$ cat config.mk
export PLATFORM = sky130hd
export DESIGN_NAME = uart_autobaud
export DESIGN_NICKNAME = d
export VERILOG_FILES = /design/src/rtl/uart_autobaud.sv
export SDC_FILE = /design/constraint.sdc
export NUM_CORES = 1
export LEC_CHECK = 0
export BUFFER_PORTS_ARGS = -buffer_cell sky130_fd_sc_hd__buf_2
export CAP_MARGIN = 10
export CORE_ASPECT_RATIO = 0.9
export CORE_MARGIN = 5
export CORE_UTILIZATION = 56
export CTS_CLUSTER_DIAMETER = 150
export DETAILED_ROUTE_END_ITERATION = 7
export PLACE_DENSITY = 0.78
export SYNTH_ARGS = -nofsm -noshare
export SYNTH_HDL_FRONTEND = slang
export SYNTH_SLANG_ARGS = --single-unit
export TNS_END_PERCENT = 50
$ cat constraint.sdc
create_clock -name i_clk -period 4.7 [get_ports i_clk]
set_input_delay 0.94 -clock i_clk [delete_from_list [all_inputs] [get_ports i_clk]]
set_output_delay 0.94 -clock i_clk [all_outputs]
set_load 0.05 [all_outputs]
$ cat src/rtl/uart_autobaud.sv
// Auto-baud divider controller: holds the baud generator's prer value, loaded by software
// or by timing eight bit periods of a 0x55 sync character on the RX line.
module uart_autobaud #(
  parameter logic [15:0] PRER_RESET  = 16'd434,
  parameter logic [15:0] MIN_PRER    = 16'd16,
  parameter int          SYNC_STAGES = 2
) (
  input  logic        i_clk,
  input  logic        i_reset,
  input  logic        i_rxd,
  input  logic        i_start,
  input  logic        i_abort,
  input  logic        i_prer_we,
  input  logic [15:0] i_prer_wdata,
  output logic [15:0] o_prer,
  output logic        o_busy,
  output logic        o_done,
  output logic        o_err,
  output logic        o_rxhold
);

  typedef enum logic [1:0] {IDLE, WAIT_START, MEASURE} state_t;

  state_t                 state;
  logic [SYNC_STAGES-1:0] rxd_sync;
  logic                   rxd_prev;
  logic [18:0]            count;
  logic [2:0]             edges;

  logic        fall;
  logic [19:0] cnt_inc;
  logic [19:0] cnt_round;
  logic [15:0] prer_m;
  logic        sat;

  // Line idles high, so the synchroniser resets to 1 to avoid a false edge after reset.
  always_ff @(posedge i_clk or posedge i_reset) begin
    if (i_reset) begin
      rxd_sync <= '1;
      rxd_prev <= 1'b1;
    end else begin
      rxd_sync <= {rxd_sync[SYNC_STAGES-2:0], i_rxd};
      rxd_prev <= rxd_sync[SYNC_STAGES-1];
    end
  end

  assign fall      = rxd_prev & ~rxd_sync[SYNC_STAGES-1];
  // The result uses the count including the current cycle, i.e. the exact edge-1 to edge-5 distance.
  assign cnt_inc   = {1'b0, count} + 20'd1;
  assign cnt_round = cnt_inc + 20'd4;
  assign prer_m    = cnt_round[18:3];
  assign sat       = (cnt_inc >= 20'h7FFFF);

  always_ff @(posedge i_clk or posedge i_reset) begin
    if (i_reset) begin
      state  <= IDLE;
      o_prer <= PRER_RESET;
      o_busy <= 1'b0;
      o_done <= 1'b0;
      o_err  <= 1'b0;
      count  <= '0;
      edges  <= '0;
    end else begin
      o_done <= 1'b0;
      o_err  <= 1'b0;
      case (state)
        IDLE: begin
          if (i_start && !i_abort) begin
            state  <= WAIT_START;
            o_busy <= 1'b1;
          end
        end
        WAIT_START: begin
          if (i_abort) begin
            state  <= IDLE;
            o_busy <= 1'b0;
          end else if (fall) begin
            state <= MEASURE;
            count <= '0;
            edges <= 3'd1;
          end
        end
        MEASURE: begin
          if (i_abort) begin
            state  <= IDLE;
            o_busy <= 1'b0;
          end else begin
            count <= cnt_inc[18:0];
            if (fall)
              edges <= edges + 3'd1;
            if (fall && edges == 3'd4) begin
              state  <= IDLE;
              o_busy <= 1'b0;
              if (!sat && prer_m >= MIN_PRER) begin
                o_prer <= prer_m;
                o_done <= 1'b1;
              end else begin
                o_err <= 1'b1;
              end
            end else if (sat) begin
              // Saturation doubles as the no-traffic timeout.
              state  <= IDLE;
              o_busy <= 1'b0;
              o_err  <= 1'b1;
            end
          end
        end
        default: begin
          state  <= IDLE;
          o_busy <= 1'b0;
        end
      endcase
      // Software write overrides any measurement result landing in the same cycle.
      if (i_prer_we)
        o_prer <= i_prer_wdata;
    end
  end

  assign o_rxhold = o_busy;

endmodule

* Word-level counts from Yosys, hierarchy flattened
Cells that the tools add are included.
Cells by class: add/sub/neg operators 3, $mul 0, div/mod/pow operators 0, magnitude comparators 2, equality and inequality tests 12, shifts and indexed selects 0, multiplexer cells 36, bitwise gates (word level) 2, reduce and logical (&&, ||, !) cells 15
Operator list (count):
- two-way mux 16 bit | 5
- two-way mux 19 bit | 3
- case mux 19 bit (2 select lines) | 1
- adder 19 x 1 -> 20 bit (second input constant) | 1
- >= comparator 20 x 19 -> 1 bit (second input constant) | 1
- adder 19 x 3 -> 19 bit (second input constant) | 1
- >= comparator 16 x 5 -> 1 bit (second input constant) | 1
- two-way mux 1 bit | 14
- two-way mux 2 bit | 6
- two-way mux 3 bit | 4
- != test 2 bit (second input constant) | 6
- AND reduction 4 bit | 2
- nonzero test 2 bit | 4
- case mux 2 bit (3 select lines) | 1
- case mux 3 bit (2 select lines) | 1
- AND reduction 3 bit | 2
- AND reduction 5 bit | 1
- != test 4 bit (second input constant) | 1
- adder 3 x 1 -> 3 bit (second input constant) | 1
- equality test 3 bit (second input constant) | 1
- logical AND 1 bit | 3
- != test 3 bit (second input constant) | 1
- case mux 1 bit (3 select lines) | 1
- equality test 2 x 1 -> 1 bit (second input constant) | 1
- 6 further kinds | 7
Storage, ports and cells: register bits after elaboration 46, bits in latches 0, bits in writable memories 0, memory bits (read-only) 0, input bits 22, output and inout bits 20, word-level logic and storage cells 79, memories kept 0

* Logic depth before layout (Yosys ltp)
depth after elaboration 9, mapped depth 15, mapped depth without buffers 13

* Least setup slack after synthesis
No wires, ideal clock.
kind reg-to-reg, start register count[1], end register o_prer[3], library setup time 125 ps, arrival 3492 ps, data required time 4575 ps, path slack 1084 ps, stages on the path, launching flop included 12, buffers on the path 1, period minus slack after synthesis 3616 ps, path through dfrtp_1 > ha_1 > buf_4 > nand3_4 > or4_1 > a221o_1 > a211oi_4 > and3b_1 > a2bb2o_1 > o41ai_4 > mux2_2 > mux2_2
On the way: cells in the longest elaborated chain, start to end 7, elaborated cells between the ends (all ways) 13, classes of those cells add/sub: 2; order compare: 2; mux: 5; reduce/logical: 4
RTL lines:
- start, declared | RTL line 27 | logic [18:0] count;
- start signal, assigned | RTL line 88 | count <= cnt_inc[18:0];
- adder 19 x 1 -> 20 bit * | RTL line 49 | assign cnt_inc = {1'b0, count} + 20'd1;
- parallel branches: the longest is 6 deep, another holds adder 19 x 3 -> 19 bit
- end signal, assigned | RTL line 95 | o_prer <= prer_m;
- end signal, assigned | RTL line 115 | o_prer <= i_prer_wdata;
- end, declared | RTL line 15 | output logic [15:0] o_prer,
Mark *: on every way between the ends. The select of a mux whose other input is x is not followed. A chain may end at the register's enable or synchronous reset.

* Worst setup path after layout
start register count[0], end register o_prer[3]
Same word-level chain as after synthesis.

==> results_dict.tcl <==
set metrics [dict create \
    synth_compound_area_frac 0.2163 \
    htree_levels 2 \
    drive_above_1_share 0.1940 \
    max_slew_margin 0.3663 \
    core_area_mm2 0.005693 \
    chipHeight_um 82.92 \
    rr_worst_depth 10 \
    finalCritPeriodShare 0.9245 \
    worst-endpoint-arrival_ns 4.55 \
    drt_iter0_drc 203 \
    wl_met2_um 3646 \
    cts-buffers-inserted 5 \
    path_clk_slew_ns 0.09 \
    place.port_buffers 41 \
    routed-via-count 2921 \
    cts-resized-gates 0 \
    routed-wl-met3_um 349 \
    maximum_number_of_pins_on_one_net_before_global_route_repair 47 \
    cellLeakagePower_uw 0.001546 \
    antenna_violations_before_repair 0 \
    layout.cells.most_common_list "41 x sky130_fd_sc_hd__buf_2, 38 x sky130_fd_sc_hd__dfrtp_1, 36 x sky130_fd_sc_hd__nand2_1" \
    gp_congestion 0.8566 \
    reg2reg_to "o_prer[3]$_DFFE_PP0P_" \
    post_synth_mux_area_share 0.04274 \
    synth_seq_cells 46 \
    hold_viol 0 \
    fin_nets 428 \
    irDropWorstVdd_mv 0.2825 \
    fmaxAchievable_ghz 0.2302 \
    primary_flip_flop_cell_chosen_by_synthesis_mapping "sky130_fd_sc_hd__dfrtp_1" \
    setup_viol 0 \
    met1Wirelength_um 3562 \
    worst_skew_pair.late_latency_ns 0.31 \
    critical_path.startpoint_type "flop" \
    areaGrowthSynthToFinish_pct 8.321 \
    endpoint_kind "flop" \
    yosysSeqAreaShare 0.3510 \
    synth_cells 377 \
    tritoncts "done" \
    min_path_cells 0 \
    outcome "complete, no violations" \
    timing.clock.skew_ns 0.006938 \
    reg2reg_slack_ns 0.36 \
    worst_ep_required_time_ns 4.90 \
    wirelength_um 7665 \
    final_antenna_net_count 0 \
    final_cell_area_mm2 0.003583 \
    fill_cells 500 \
    highest_metal_layer_used_by_the_detailed_router "met4" \
    number_of_clock_sinks_seen_by_cts 46 \
    dpl_cell_area_mm2 0.003492 \
    post_synth_edffs 0 \
    regToRegStartpoint "count[0]$_DFFE_PP0P_" \
    dp_hpwl_um 5564 \
    final_max_slew_viol_count 0 \
    worst_min_path_start "rxd_sync[0]$_DFF_PP1_" \
    postLayoutCoreUtil 0.6295 \
    syn_area_per_cell_um2 8.775 \
    ys.warnings.count 0 \
    cell_area_after_synthesis_mm2 0.003308 \
    timing.final.crit_period_ns 4.345 \
    die_area_mm2 0.007547 \
    p_per_area_mw_per_mm2 300.0 \
    yosys.area_share.simple 0.2337 \
    hold_path_end "rxd_sync[1]$_DFF_PP1_" \
    max-clock-path-buffers 2 \
    grt_first_pass_wirelength_um 13310 \
    min-delay-path-class "reg2reg" \
    cts-root-buf "sky130_fd_sc_hd__clkbuf_8" \
    post_cts.repair.setup_buffers 0 \
    synth_nets 404 \
    ctsHoldBuffers 0 \
    per_cell_routed_wire_length_um 16.24 \
    chip_width_um 91.02 \
    netlist-cell-type-count 65 \
    finalHoldWorstSlack_ns 0.3644 \
    max_cap_violations 0 \
    post-route-drc-count 0 \
    synth_fa_ha_area_frac 0.01891 \
    critical_path_class "reg2reg" \
    synth_top_family_by_area "simple AND/OR/NAND/NOR gates" \
    tightestPinTransition_ns 0.9491 \
    finalSetupTns_ns 0 \
    final_common_cell "sky130_fd_sc_hd__buf_2" \
    vias_per_cell 6.189 \
    detail_route.first_pass.iterations 5 \
    ys_async_sr_fraction 1.000 \
    gr-usage-all-layers 0.2102 \
    boundaryPins 42 \
    total_congestion_overflow 0 \
    synth_xor_area_frac 0.07148 \
    grt_setup_unrepaired "no" \
    insertedDiodeCount 0 \
    start_util 0.5811 \
    critPathMaxFanout 11 \
    placementRows 26 \
    grt_pass1_vias 2740 \
]
==> cell families (layout without fill, tap and decap cells) <==
| group | after synthesis | count (layout) |
|---|---|---|
| and+or+nand+nor | 130 | 130 |
| DFF | 46 | 46 |
| adders and majority gates | 5 | 5 |
| muxes | 13 | 13 |
| buffers and inverters | 51 | 76 |
| AOI/OAI and AO/OA | 105 | 105 |
| xor gates and xnor gates | 27 | 27 |
==> report_power, final <==
group	internal (uW)	leakage, uW	switching, uW
combinational	108	0.000936	185
sequential	444	0.000562	80.0
clock	119	0.0000482	140
total	671	0.00155	404
==> cell usage after synthesis (all sizes together), types with 9 or more instances <==
cell	count	share of area
clkbuf	13	0.015
a221oi	11	0.029
mux2	9	0.031
nand4	9	0.028
xnor2	22	0.058
inv	25	0.028
buf	13	0.023
nor3	9	0.015
a21oi	19	0.029
o21ai	35	0.053
nand3	13	0.023
dfrtp	38	0.29
nand2	36	0.041
nor2	19	0.022
==> layout make-up <==
cell class	count	area (um^2)	area share
clock buffer	7	86.33	0.02409
clock inverter	1	5.005	0.001397
timing repair buffer	43	220.2	0.06145
tap	70	87.58	0.02444
inverter	25	93.84	0.02619
multi-input combinational	280	1929	0.5384
sequential	46	1161	0.3240
==> routing by layer <==
layer  up-vias  track usage
met5         -            0
met4         0      0.05733
met3        13      0.03165
met2        80       0.3381
met1      1421       0.2947
li1       1407            -
==> per-stage QoR <==
| stage | setup WS [ns] | instances | power, uW |
|---|---|---|---|
| after floorplan | 1.084 | 377 | 759.8 |
| after global placement | 0.5693 | 464 | 812.5 |
| after detailed placement | 0.4024 | 464 | 822.1 |
| after CTS | 0.3944 | 472 | 1079 |
| after global routing | 0.1681 | 472 | 1138 |
| final | 0.3550 | 472 | 1075 |
==> critical path, stage by stage (launching register included) <==
cell and delay [ns]:
sky130_fd_sc_hd__dfrtp_1 0.56, sky130_fd_sc_hd__ha_1 0.45, sky130_fd_sc_hd__nand3_4 0.18, sky130_fd_sc_hd__or4_1 0.50, sky130_fd_sc_hd__a221o_1 0.34, sky130_fd_sc_hd__a211oi_4 0.43, sky130_fd_sc_hd__and3b_1 0.25, sky130_fd_sc_hd__a2bb2o_1 0.33
sky130_fd_sc_hd__o41ai_4 0.55, sky130_fd_sc_hd__mux2_2 0.40, sky130_fd_sc_hd__mux2_2 0.25
==> flip-flops by register name, summed over array words and instances, names as in the netlist <==
register / count
state: 2
o_err: 1
o_done: 1
rxd_sync: 2
count: 19
o_prer: 16
rxd_prev: 1
o_busy: 1
edges: 3
==> worst max path at each step <==
stage                                    start                    end  cells after the start
after global routing      count[0]$_DFFE_PP0P_  o_prer[3]$_DFFE_PP0P_                     10
after floorplan           count[1]$_DFFE_PP0P_  o_prer[3]$_DFFE_PP0P_                     11
after detailed placement  count[0]$_DFFE_PP0P_  o_prer[3]$_DFFE_PP0P_                     10
after global placement    count[0]$_DFFE_PP0P_  o_prer[3]$_DFFE_PP0P_                     10
final                     count[0]$_DFFE_PP0P_  o_prer[3]$_DFFE_PP0P_                     10
after CTS                 count[0]$_DFFE_PP0P_  o_prer[3]$_DFFE_PP0P_                     10
Power figures use the tool's default switching activity.
